File: src/rtl/hwag_pkg.sv
// Shared types and defaults for the missing-tooth gap synchroniser.
// Pure declarations: no logic, no latency, no flow control.
package hwag_pkg;

  localparam int HWAG_PCAP_W = 24;
  localparam int HWAG_TEETH  = 58;

  typedef enum logic [2:0] {
    ST_IDLE,
    ST_FILL,
    ST_SEARCH,
    ST_CHECK,
    ST_SYNC
  } hwag_state_t;

endpackage

File: src/rtl/hwag_gap_sync_if.sv
// Capture strobes in, lock status and event pulses out.
// Strobe-based: no backpressure, the synchroniser accepts every capture.
interface hwag_gap_sync_if
  import hwag_pkg::*;
#(
  parameter int WIDTH = HWAG_PCAP_W
);
  logic             cap_valid;
  logic [WIDTH-1:0] pcap0;
  logic [WIDTH-1:0] pcap1;
  logic             ovf;
  logic             sync;
  logic [5:0]       tooth_cnt;
  logic [15:0]      rev_cnt;
  logic             gap_pulse;
  logic             err_pulse;

  modport master (
    output cap_valid, pcap0, pcap1, ovf,
    input  sync, tooth_cnt, rev_cnt, gap_pulse, err_pulse
  );

  modport slave (
    input  cap_valid, pcap0, pcap1, ovf,
    output sync, tooth_cnt, rev_cnt, gap_pulse, err_pulse
  );
endinterface

File: src/rtl/hwag_gap_cmp.sv
// Gap test: newest period exceeds 1.5x the previous one; combinational, 0 cycles.
// One extra bit of headroom keeps the threshold from wrapping at full-scale periods.
module hwag_gap_cmp
  import hwag_pkg::*;
#(
  parameter int WIDTH = HWAG_PCAP_W
) (
  input  logic [WIDTH-1:0] pcap0,
  input  logic [WIDTH-1:0] pcap1,
  output logic             gap
);

  logic [WIDTH:0] thr;

  assign thr = {1'b0, pcap1} + {2'b00, pcap1[WIDTH-1:1]};
  assign gap = ({1'b0, pcap0} > thr);

endmodule

File: src/rtl/hwag_gap_sync.sv
// Locks onto a missing-tooth wheel, tracks tooth index and revolutions.
// Outputs registered, 1 cycle after the capture strobe; no backpressure.
module hwag_gap_sync
  import hwag_pkg::*;
#(
  parameter int WIDTH = HWAG_PCAP_W,
  parameter int TEETH = HWAG_TEETH
) (
  input  logic            clk,
  input  logic            rst,
  input  logic            ena,
  hwag_gap_sync_if.slave  bus
);

  localparam logic [5:0] LAST_TOOTH = 6'(TEETH - 1);

  hwag_state_t state;
  logic        fill_q;
  logic        sync_q;
  logic [5:0]  tooth_q;
  logic [15:0] rev_q;
  logic        gap_q;
  logic        err_q;
  logic        gap;

  hwag_gap_cmp #(.WIDTH(WIDTH)) u_cmp (
    .pcap0 (bus.pcap0),
    .pcap1 (bus.pcap1),
    .gap   (gap)
  );

  always_ff @(posedge clk or negedge rst) begin
    if (!rst) begin
      state   <= ST_IDLE;
      fill_q  <= 1'b0;
      sync_q  <= 1'b0;
      tooth_q <= '0;
      rev_q   <= '0;
      gap_q   <= 1'b0;
      err_q   <= 1'b0;
    end else begin
      gap_q <= 1'b0;
      err_q <= 1'b0;
      if (!ena) begin
        state   <= ST_IDLE;
        fill_q  <= 1'b0;
        sync_q  <= 1'b0;
        tooth_q <= '0;
        rev_q   <= '0;
      end else if (state == ST_IDLE) begin
        state  <= ST_FILL;
        fill_q <= 1'b0;
      end else if (bus.ovf) begin
        // Wheel stopped: relearn from scratch, but keep the revolution tally.
        state   <= ST_FILL;
        fill_q  <= 1'b0;
        tooth_q <= '0;
        sync_q  <= 1'b0;
        err_q   <= (state == ST_SYNC);
      end else if (bus.cap_valid) begin
        case (state)
          ST_FILL: begin
            if (fill_q) begin
              state  <= ST_SEARCH;
              fill_q <= 1'b0;
            end else begin
              fill_q <= 1'b1;
            end
          end
          ST_SEARCH: begin
            if (gap) begin
              state   <= ST_CHECK;
              tooth_q <= '0;
              gap_q   <= 1'b1;
            end
          end
          ST_CHECK, ST_SYNC: begin
            if (gap) begin
              tooth_q <= '0;
              gap_q   <= 1'b1;
              if (tooth_q == LAST_TOOTH) begin
                state  <= ST_SYNC;
                sync_q <= 1'b1;
                if (state == ST_SYNC) rev_q <= rev_q + 16'd1;
              end else begin
                state  <= ST_CHECK;
                sync_q <= 1'b0;
                err_q  <= 1'b1;
              end
            end else begin
              // Counter may step to TEETH on a missing gap; SEARCH then holds it.
              tooth_q <= tooth_q + 6'd1;
              if (tooth_q == LAST_TOOTH) begin
                state  <= ST_SEARCH;
                sync_q <= 1'b0;
                err_q  <= 1'b1;
              end
            end
          end
          default: state <= ST_IDLE;
        endcase
      end
    end
  end

  assign bus.sync      = sync_q;
  assign bus.tooth_cnt = tooth_q;
  assign bus.rev_cnt   = rev_q;
  assign bus.gap_pulse = gap_q;
  assign bus.err_pulse = err_q;

endmodule

File: src/flat_wrapper.sv
// flat-port wrapper written by rule: the top's interface ports become plain ports
module hwag_gap_sync_flat import hwag_pkg::*;
#(
  parameter int WIDTH = HWAG_PCAP_W,
  parameter int TEETH = HWAG_TEETH
)
  (clk, rst, ena, bus_cap_valid, bus_pcap0, bus_pcap1, bus_ovf, bus_sync, bus_tooth_cnt, bus_rev_cnt, bus_gap_pulse, bus_err_pulse);
  hwag_gap_sync_if #(.WIDTH(WIDTH)) bus_i ();
  input  logic clk;
  input  logic rst;
  input  logic ena;
  input wire logic [$bits(bus_i.cap_valid)-1:0] bus_cap_valid;
  input wire logic [$bits(bus_i.pcap0)-1:0] bus_pcap0;
  input wire logic [$bits(bus_i.pcap1)-1:0] bus_pcap1;
  input wire logic [$bits(bus_i.ovf)-1:0] bus_ovf;
  output wire logic [$bits(bus_i.sync)-1:0] bus_sync;
  output wire logic [$bits(bus_i.tooth_cnt)-1:0] bus_tooth_cnt;
  output wire logic [$bits(bus_i.rev_cnt)-1:0] bus_rev_cnt;
  output wire logic [$bits(bus_i.gap_pulse)-1:0] bus_gap_pulse;
  output wire logic [$bits(bus_i.err_pulse)-1:0] bus_err_pulse;
  assign bus_i.cap_valid = bus_cap_valid;
  assign bus_i.pcap0 = bus_pcap0;
  assign bus_i.pcap1 = bus_pcap1;
  assign bus_i.ovf = bus_ovf;
  assign bus_sync = bus_i.sync;
  assign bus_tooth_cnt = bus_i.tooth_cnt;
  assign bus_rev_cnt = bus_i.rev_cnt;
  assign bus_gap_pulse = bus_i.gap_pulse;
  assign bus_err_pulse = bus_i.err_pulse;
  hwag_gap_sync #(.WIDTH(WIDTH), .TEETH(TEETH)) u_core (.clk(clk), .rst(rst), .ena(ena), .bus(bus_i));
endmodule
File: config.mk
export PLATFORM = sky130hd
export DESIGN_NAME = hwag_gap_sync_flat
export DESIGN_NICKNAME = d
export VERILOG_FILES = /design/src/rtl/hwag_pkg.sv /design/src/rtl/hwag_gap_sync_if.sv /design/src/rtl/hwag_gap_cmp.sv /design/src/rtl/hwag_gap_sync.sv /design/src/flat_wrapper.sv
export SDC_FILE = /design/constraint.sdc
export NUM_CORES = 1
export LEC_CHECK = 0
export CORE_AREA = 8 8 91 93
export CTS_CLUSTER_SIZE = 8
export DETAILED_ROUTE_END_ITERATION = 7
export DIE_AREA = 0 0 99 101
export PLACE_DENSITY = 0.81
export SLEW_MARGIN = 15
export SYNTH_ARGS = -nofsm -noshare
export SYNTH_HDL_FRONTEND = slang
export SYNTH_SLANG_ARGS = --single-unit
File: constraint.sdc
create_clock -name clk -period 2.7 [get_ports clk]
set_input_delay 0.27 -clock clk [delete_from_list [all_inputs] [get_ports clk]]
set_output_delay 0.27 -clock clk [all_outputs]
set_load 0.03 [all_outputs]
==> results of run 1 <==
==> cell usage after synthesis, types with 2 or more instances <==
master | instances | area (µm²)
a21boi_0 | 2 | 15.01
nor2b_1 | 3 | 18.77
xor2_1 | 10 | 87.58
nand4_1 | 8 | 50.05
o21ai_0 | 20 | 100.1
nor3b_1 | 3 | 22.52
a31oi_1 | 2 | 12.51
o2bb2ai_1 | 2 | 17.52
ha_1 | 56 | 700.7
a211oi_1 | 6 | 45.04
nor2_1 | 34 | 127.6
mux2i_1 | 8 | 80.08
dfrtp_1 | 29 | 725.7
o211ai_1 | 6 | 45.04
xnor2_1 | 18 | 157.7
nand2b_1 | 13 | 81.33
or2_2 | 2 | 12.51
nor4_1 | 7 | 43.79
and2_1 | 5 | 31.28
nor3_1 | 11 | 55.05
o21bai_1 | 3 | 22.52
clkbuf_1 | 6 | 22.52
a21o_1 | 8 | 60.06
nor3_2 | 2 | 20.02
o2111ai_2 | 2 | 30.03
nand2_1 | 48 | 180.2
o31ai_1 | 2 | 15.01
inv_1 | 17 | 63.81
nand3_1 | 13 | 65.06
a31o_2 | 4 | 35.03
and3_1 | 10 | 62.56
o21a_1 | 3 | 22.52
a21oi_1 | 37 | 185.2
mux2_4 | 3 | 45.04
a211o_1 | 2 | 17.52
==> report_power, final <==
part           switching, µW  total [µW]  internal, µW
sequential              5.55         443           438
combinational            500        1050           546
clock                    188         554           367
==> layer usage <==
metal	routed length, µm	vias up	track usage
li1	-	1933	-
met1	4802	1991	0.2457
met2	6752	195	0.4631
met3	631	71	0.04006
met4	646	0	0.1169
met5	0	-	0
==> cell families (layout without fill, tap and decap cells) <==
group	Yosys count	count (layout)	synth area share
AND/OR/NAND/NOR	169	169	0.2454
AO/OA/AOI/OAI	108	108	0.2060
adder cells (fa/ha/maj)	57	57	0.2064
flip-flops	29	29	0.2078
XOR/XNOR	28	28	0.07022
buffers and inverters	25	210	0.02830
multiplexers	11	11	0.03583
==> sequential cells by signal, indices dropped and copies added (netlist names) <==
name,flops
u_core.state,3
u_core.bus.tooth_cnt,6
u_core.bus.sync,1
u_core.fill_q,1
u_core.bus.err_pulse,1
u_core.bus.rev_cnt,16
u_core.bus.gap_pulse,1
==> critical path, cell delays in order <==
cell	delay, ns
buf_8	0.10
ha_4	0.15
fa_2	0.39
a21oi_4	0.19
or3b_4	0.17
a41oi_4	0.10
o211ai_1	0.26
a21boi_2	0.11
o21ai_1	0.18
or4b_4	0.49
o311a_4	0.16
ha_4	0.24
buf_6	0.12
a21oi_2	0.14
o21ai_1	0.08
o31a_1	0.33
nor2_4	0.16
nor3_4	0.07
buf_6	0.14
ha_4	0.16
nand2_2	0.08
a21oi_2	0.07
a211oi_2	0.23
nor2_1	0.07
mux2_4	0.25
==> worst min path at each step <==
stage / from / slack [ns] / to / depth (start not counted)
2_1_floorplan: rst / -0.03 / u_core.bus.err_pulse / 0
3_5_place_dp: u_core.bus.sync / 0.54 / u_core.bus.sync / 2
3_3_place_gp: u_core.bus.sync / 0.50 / u_core.bus.sync / 2
5_1_grt: rst / 0.41 / u_core.state[2] / 2
6_report: rst / 0.37 / u_core.bus.rev_cnt[15] / 2
4_1_cts: rst / 0.38 / u_core.bus.rev_cnt[12] / 2
==> metrics by stage <==
| step | TNS, ns | cell area [µm²] | total power [µW] |
|---|---|---|---|
| floorplan | -36.99 | 3580 | 903.5 |
| detailed placement | -60.97 | 5049 | 1291 |
| CTS | -40.66 | 5558 | 1904 |
| finish | -46.54 | 5806 | 2044 |
| global route | -50.66 | 5806 | 2140 |
| global placement | -56.04 | 5049 | 1248 |
==> timing repair <==
item	in CTS	in global routing
setup endpoints to repair	28	28
pin swaps	36	40
setup buffers	17	9
resized for setup	62	48
==> final cells by class <==
type | count | area [µm²] | area share
inverter | 17 | 66.31 | 0.01142
tap | 82 | 102.6 | 0.01767
sequential | 29 | 725.7 | 0.1250
timing repair buffer | 185 | 1627 | 0.2802
clock inverter | 3 | 65.06 | 0.01121
multi-input combinational | 373 | 3151 | 0.5427
clock buffer | 5 | 68.82 | 0.01185
==> metrics.txt, run 1 <==
# diodes 0; measured slew at the worst slew-check pin 0.7144 ns; pre-CTS setup slack -2.386 ns; detailed placer's ending HPWL 8589 µm; CTS tree yes; per-cell routed wire length about 18 µm; Ports roughly 80; worst-skew pair later-pin latency slightly below 0.3 ns; row count 31; worst setup margin -1.827 ns; Final GP Congestion 1.025; Final Hold Fails 0; Clock Sinks 29; non-filler cells, final just under 700; core area between 0.006 and 0.007 mm²; Root Buffer clkbuf_8; Data arrival, critical path ~4.7 ns; H-tree levels 2; status finished, violations left; Post-Syn Nets 537; wirelength, routed about 13,000 µm; max-cap violations 0; vias per std cell just over 6; Post-Synthesis Cell Area between 0.003 and 0.004 mm²; final setup violation count 28; Yosys warnings 0; minimum clock period around 4.5 ns; Setup crit end kind register; Setup crit start bus_pcap1[1]; R2R Setup Slk about 0.080 ns; RR Startpoint u_core.state[1]; Die Wd between 90 and 100 µm; DRT iter0 DRCs 219; Layout fillers around 370; most frequent cells in the layout 96 x buf_4, 64 x clkdlybuf4s50_1, 43 x nand2_1, 43 x ha_1, 33 x nor2_1; Cell Pwr Density ~350 mW/mm²; all-layer global routing usage 0.2408; Hold-fix buffers, CTS 0; cts bufs inserted 5; WP data required 2.87 ns; Fin Hold WS ~0.37 ns; Clock Path Buffers 2; R2R Path End u_core.bus.rev_cnt[9]; largest net degree at the start of global routing 30; Layout Area Growth over Synthesis 66.25%; post-synthesis sequential area ratio 0.2078; Leakage ~0.0026 µW; Die Area between 0.009 and 0.01 mm²; Final nets approximately 720; synth unique cells 57; grt ovf 0; Cells after Synth roughly 430; final clock skew around 0.0034 ns; most common cell after layout, fill and taps aside buf_4; fraction of layout cells with a size suffix above 1 0.3333; Synth Register Bits 29; Register-to-Register Path Depth 8; Peak VDD IR approximately 0.00023 V; Finished Core Util 0.8362; CP Max Fanout 3; DR vias 4,190; I/O Buffers 77; Top FF cell, synth dfrtp_1; CP startpoint kind input port; DP Cell Count between 600 and 700; Slew headroom 0.5187; chip height roughly 100 µm; ys async rst share 1.000; first-pass GRT wire length approximately 20,000 µm; number of routed nets with antenna violations 0; f_max ~0.22 GHz; Avg Inst Size Synth 8.178 µm²; clock transition at the registers of the reported paths around 0.07 ns; failing checks setup timing; Post-synth EDFFs 0; Worst Setup EP u_core.state[0]; Hold Path Class input port to async pin; DRC viols 0; RSZ-0062 raised after global routing true; CP Class input port to register; drt first pass iters 5; vias in the first global route roughly 4,400; initial core utilization 0.5030; Pins Over Slew Limit 0; initial antenna violation count 0; share of the clock period used by the worst path 1.677
No activity file was read; power rests on OpenSTA's default activity.
==> run 2, diff against run 1 <==
CELL_PAD_IN_SITES_DETAIL_PLACEMENT = 1   (was unset)
CELL_PAD_IN_SITES_GLOBAL_PLACEMENT = 1   (was unset)
CORE_AREA = 8 8 104 106   (was 8 8 91 93)
CTS_BUF_LIST = sky130_fd_sc_hd__clkbuf_8   (was unset)
DIE_AREA = 0 0 112 114   (was 0 0 99 101)
PLACE_DENSITY = 0.82   (was 0.81)
clock period = 4.8 ns   (was 2.7 ns; I/O delays follow)
==> run 2 against run 1 <==
The run now ends clean. Combinational power down 51%. Core utilization is 26 points lower. Sequential power decreased by 43%. Largest power group unchanged. Critical path type unchanged.
==> metrics.txt, run 2 (synthesis gave the netlist of run 1 again) <==
non-filler cells, final 678 (was 694); initial core utilization 0.3834 (was 0.5030); Layout Area Growth over Synthesis 51.42% (was 66.25%); Slew headroom 0.5421 (was 0.5187); status completed (was finished, violations left); CTS tree yes (unchanged); Final GP Congestion 0.8860 (was 1.025); Finished Core Util 0.5805 (was 0.8362); grt ovf 0 (unchanged); minimum clock period between 4 and 5 ns; Data arrival, critical path 4.86 ns (was 4.70 ns); CP startpoint kind input port (unchanged); most common cell after layout, fill and taps aside clkdlybuf4s50_1 (was buf_4); share of the clock period used by the worst path 0.9745; DRC viols 0 (unchanged); worst-skew pair later-pin latency 0.29 ns (about the same); final setup TNS 0 ns (was -46.54 ns); Crit path max-delay family compound AO/OA/AOI/OAI gates (unchanged); number of routed nets with antenna violations 0 (unchanged); Die Area 0.01277 mm² (was 0.009999 mm²); max-cap violations 0 (unchanged); largest net degree at the start of global routing 30 (unchanged); H-tree levels 2 (unchanged); most frequent cells in the layout 65 x clkdlybuf4s50_1, 62 x buf_4, 46 x nand2_1 (was 96 x buf_4, 64 x clkdlybuf4s50_1, 43 x nand2_1, 43 x ha_1, 33 x nor2_1); drt first pass iters 4 (was 5); Peak VDD IR 0.00009878 V (was 0.0002253 V); WP data required 4.98 ns (was 2.87 ns); measured slew at the worst slew-check pin 0.6796 ns (was 0.7144 ns); Die Wd 112 µm (was 99 µm); DR vias 3,878 (was 4,190); chip height 114 µm (was 101 µm); R2R Setup Slk 2.06 ns (was 0.08 ns); Final nets 676 (was 721); all-layer global routing usage 0.2011 (was 0.2408); DRT iter0 DRCs 102 (was 219); Register-to-Register Path Depth 10 (was 8); WHS Endpoint u_core.fill_q; per-cell routed wire length 19.78 µm (was 18.49 µm); RR Startpoint u_core.bus.tooth_cnt[1] (was u_core.state[1]); CP Max Fanout 5 (was 3); RSZ-0062 raised after global routing true (unchanged); WP buf/inv 3 (unchanged); final setup violation count 0 (was 28); row count 35 (was 31); DP Cell Count 657 (was 662); Pins Over Slew Limit 0 (unchanged); Clock Path Buffers 2 (unchanged); Crit-path slowest cell fa_2 (was or4b_4); core area 0.009109 mm² (was 0.006943 mm²); hold path depth 2; # diodes 0 (unchanged); I/O Buffers 77 (unchanged); Final Hold Fails 0 (unchanged); Root Buffer clkbuf_8 (unchanged); vias in the first global route 4,163 (was 4,360); Leakage 0.002359 µW (was 0.002593 µW); fraction of layout cells with a size suffix above 1 0.2381 (was 0.3333); f_max 0.2138 GHz; Hold Path Origin u_core.fill_q; Ports 78 (unchanged); Setup crit end kind register (unchanged); initial antenna violation count 0 (unchanged); clock transition at the registers of the reported paths 0.07 ns (about the same); Hold Path Class register to register (was input port to async pin); Cell Pwr Density 190.5 mW/mm² (was 352.0 mW/mm²); detailed placer's ending HPWL 9885 µm (was 8589 µm); CP Class input port to register (unchanged); cts bufs inserted 5 (unchanged); wirelength, routed 13,410 µm (was 12,830 µm); first-pass GRT wire length 21,020 µm (was 19,910 µm); Worst path max stage delay 0.35 ns (was 0.49 ns); max reg flops 16 (unchanged); Clock Sinks 29 (unchanged); vias per std cell 5.720 (was 6.037); R2R Path End u_core.bus.rev_cnt[13] (was u_core.bus.rev_cnt[9]); final clock skew 0.01121 ns (was 0.003377 ns); Power Total 1007 µW (was 2044 µW)
-- run 2: cell type report --
cell class	instances	area (µm²)
clock buffer	7	96.34
tap	111	138.9
clock inverter	1	5.005
multi-input combinational	373	2997
fill	1078	3821
inverter	17	63.81
sequential	29	725.7
timing repair buffer	140	1261
-- run 2: how the worst max path moves through the flow --
stage / startpoint / to / cells after the start
final: bus_pcap1[0] / u_core.state[1] / 25
after global routing: bus_pcap1[1] / u_core.state[1] / 23
after CTS: bus_pcap1[1] / u_core.state[1] / 23
after detailed placement: bus_pcap1[1] / u_core.state[1] / 23
after global placement: bus_pcap1[1] / u_core.state[1] / 23
after floorplan: bus_pcap1[0] / u_core.state[1] / 22
-- run 2: worst reg2reg max path, stage by stage, from the launching register on --
cell       delay [ns]
dfrtp_1          0.43
inv_1            0.08
ha_1             0.14
nand2_1          0.06
nor3_2           0.32
inv_1            0.18
nor3_1           0.35
o2111ai_4        0.22
or2_4            0.32
nor4_2           0.37
mux2i_1          0.22
-- run 2: timing repair --
action | 4_1_cts | 5_1_grt
endpoints found under the setup margin | 28 | 27
resized for setup | 31 | 51
setup buffers | 5 | 9
hold buffers | 0 | 0
gates cloned | 0 | 0
pin swaps | 22 | 36
-- run 2: metrics by stage --
step	hold slack, ns	worst slack [ns]	instance area (µm²)
global placement	0.4926	-0.5468	4756
finish	0.5424	0.1226	5288
global route	0.5660	-0.1039	5288
CTS	0.5460	0.005453	5025
detailed placement	0.5090	-0.8271	4756
floorplan	0.1844	0.04208	3506
-- run 2: report_power, final --
group          switching (µW)  total (µW)  internal (µW)
registers                6.32         253            246
clock network             108         237            130
logic                     266         518            252
total                     380        1010            627
-- run 2: layer usage --
layer	wire [µm]	track usage	share of wire
met1	5553	0.2292	0.41
met2	7201	0.3873	0.54
met3	396	0.02483	0.030
met4	262	0.04946	0.020
met5	0	0	0
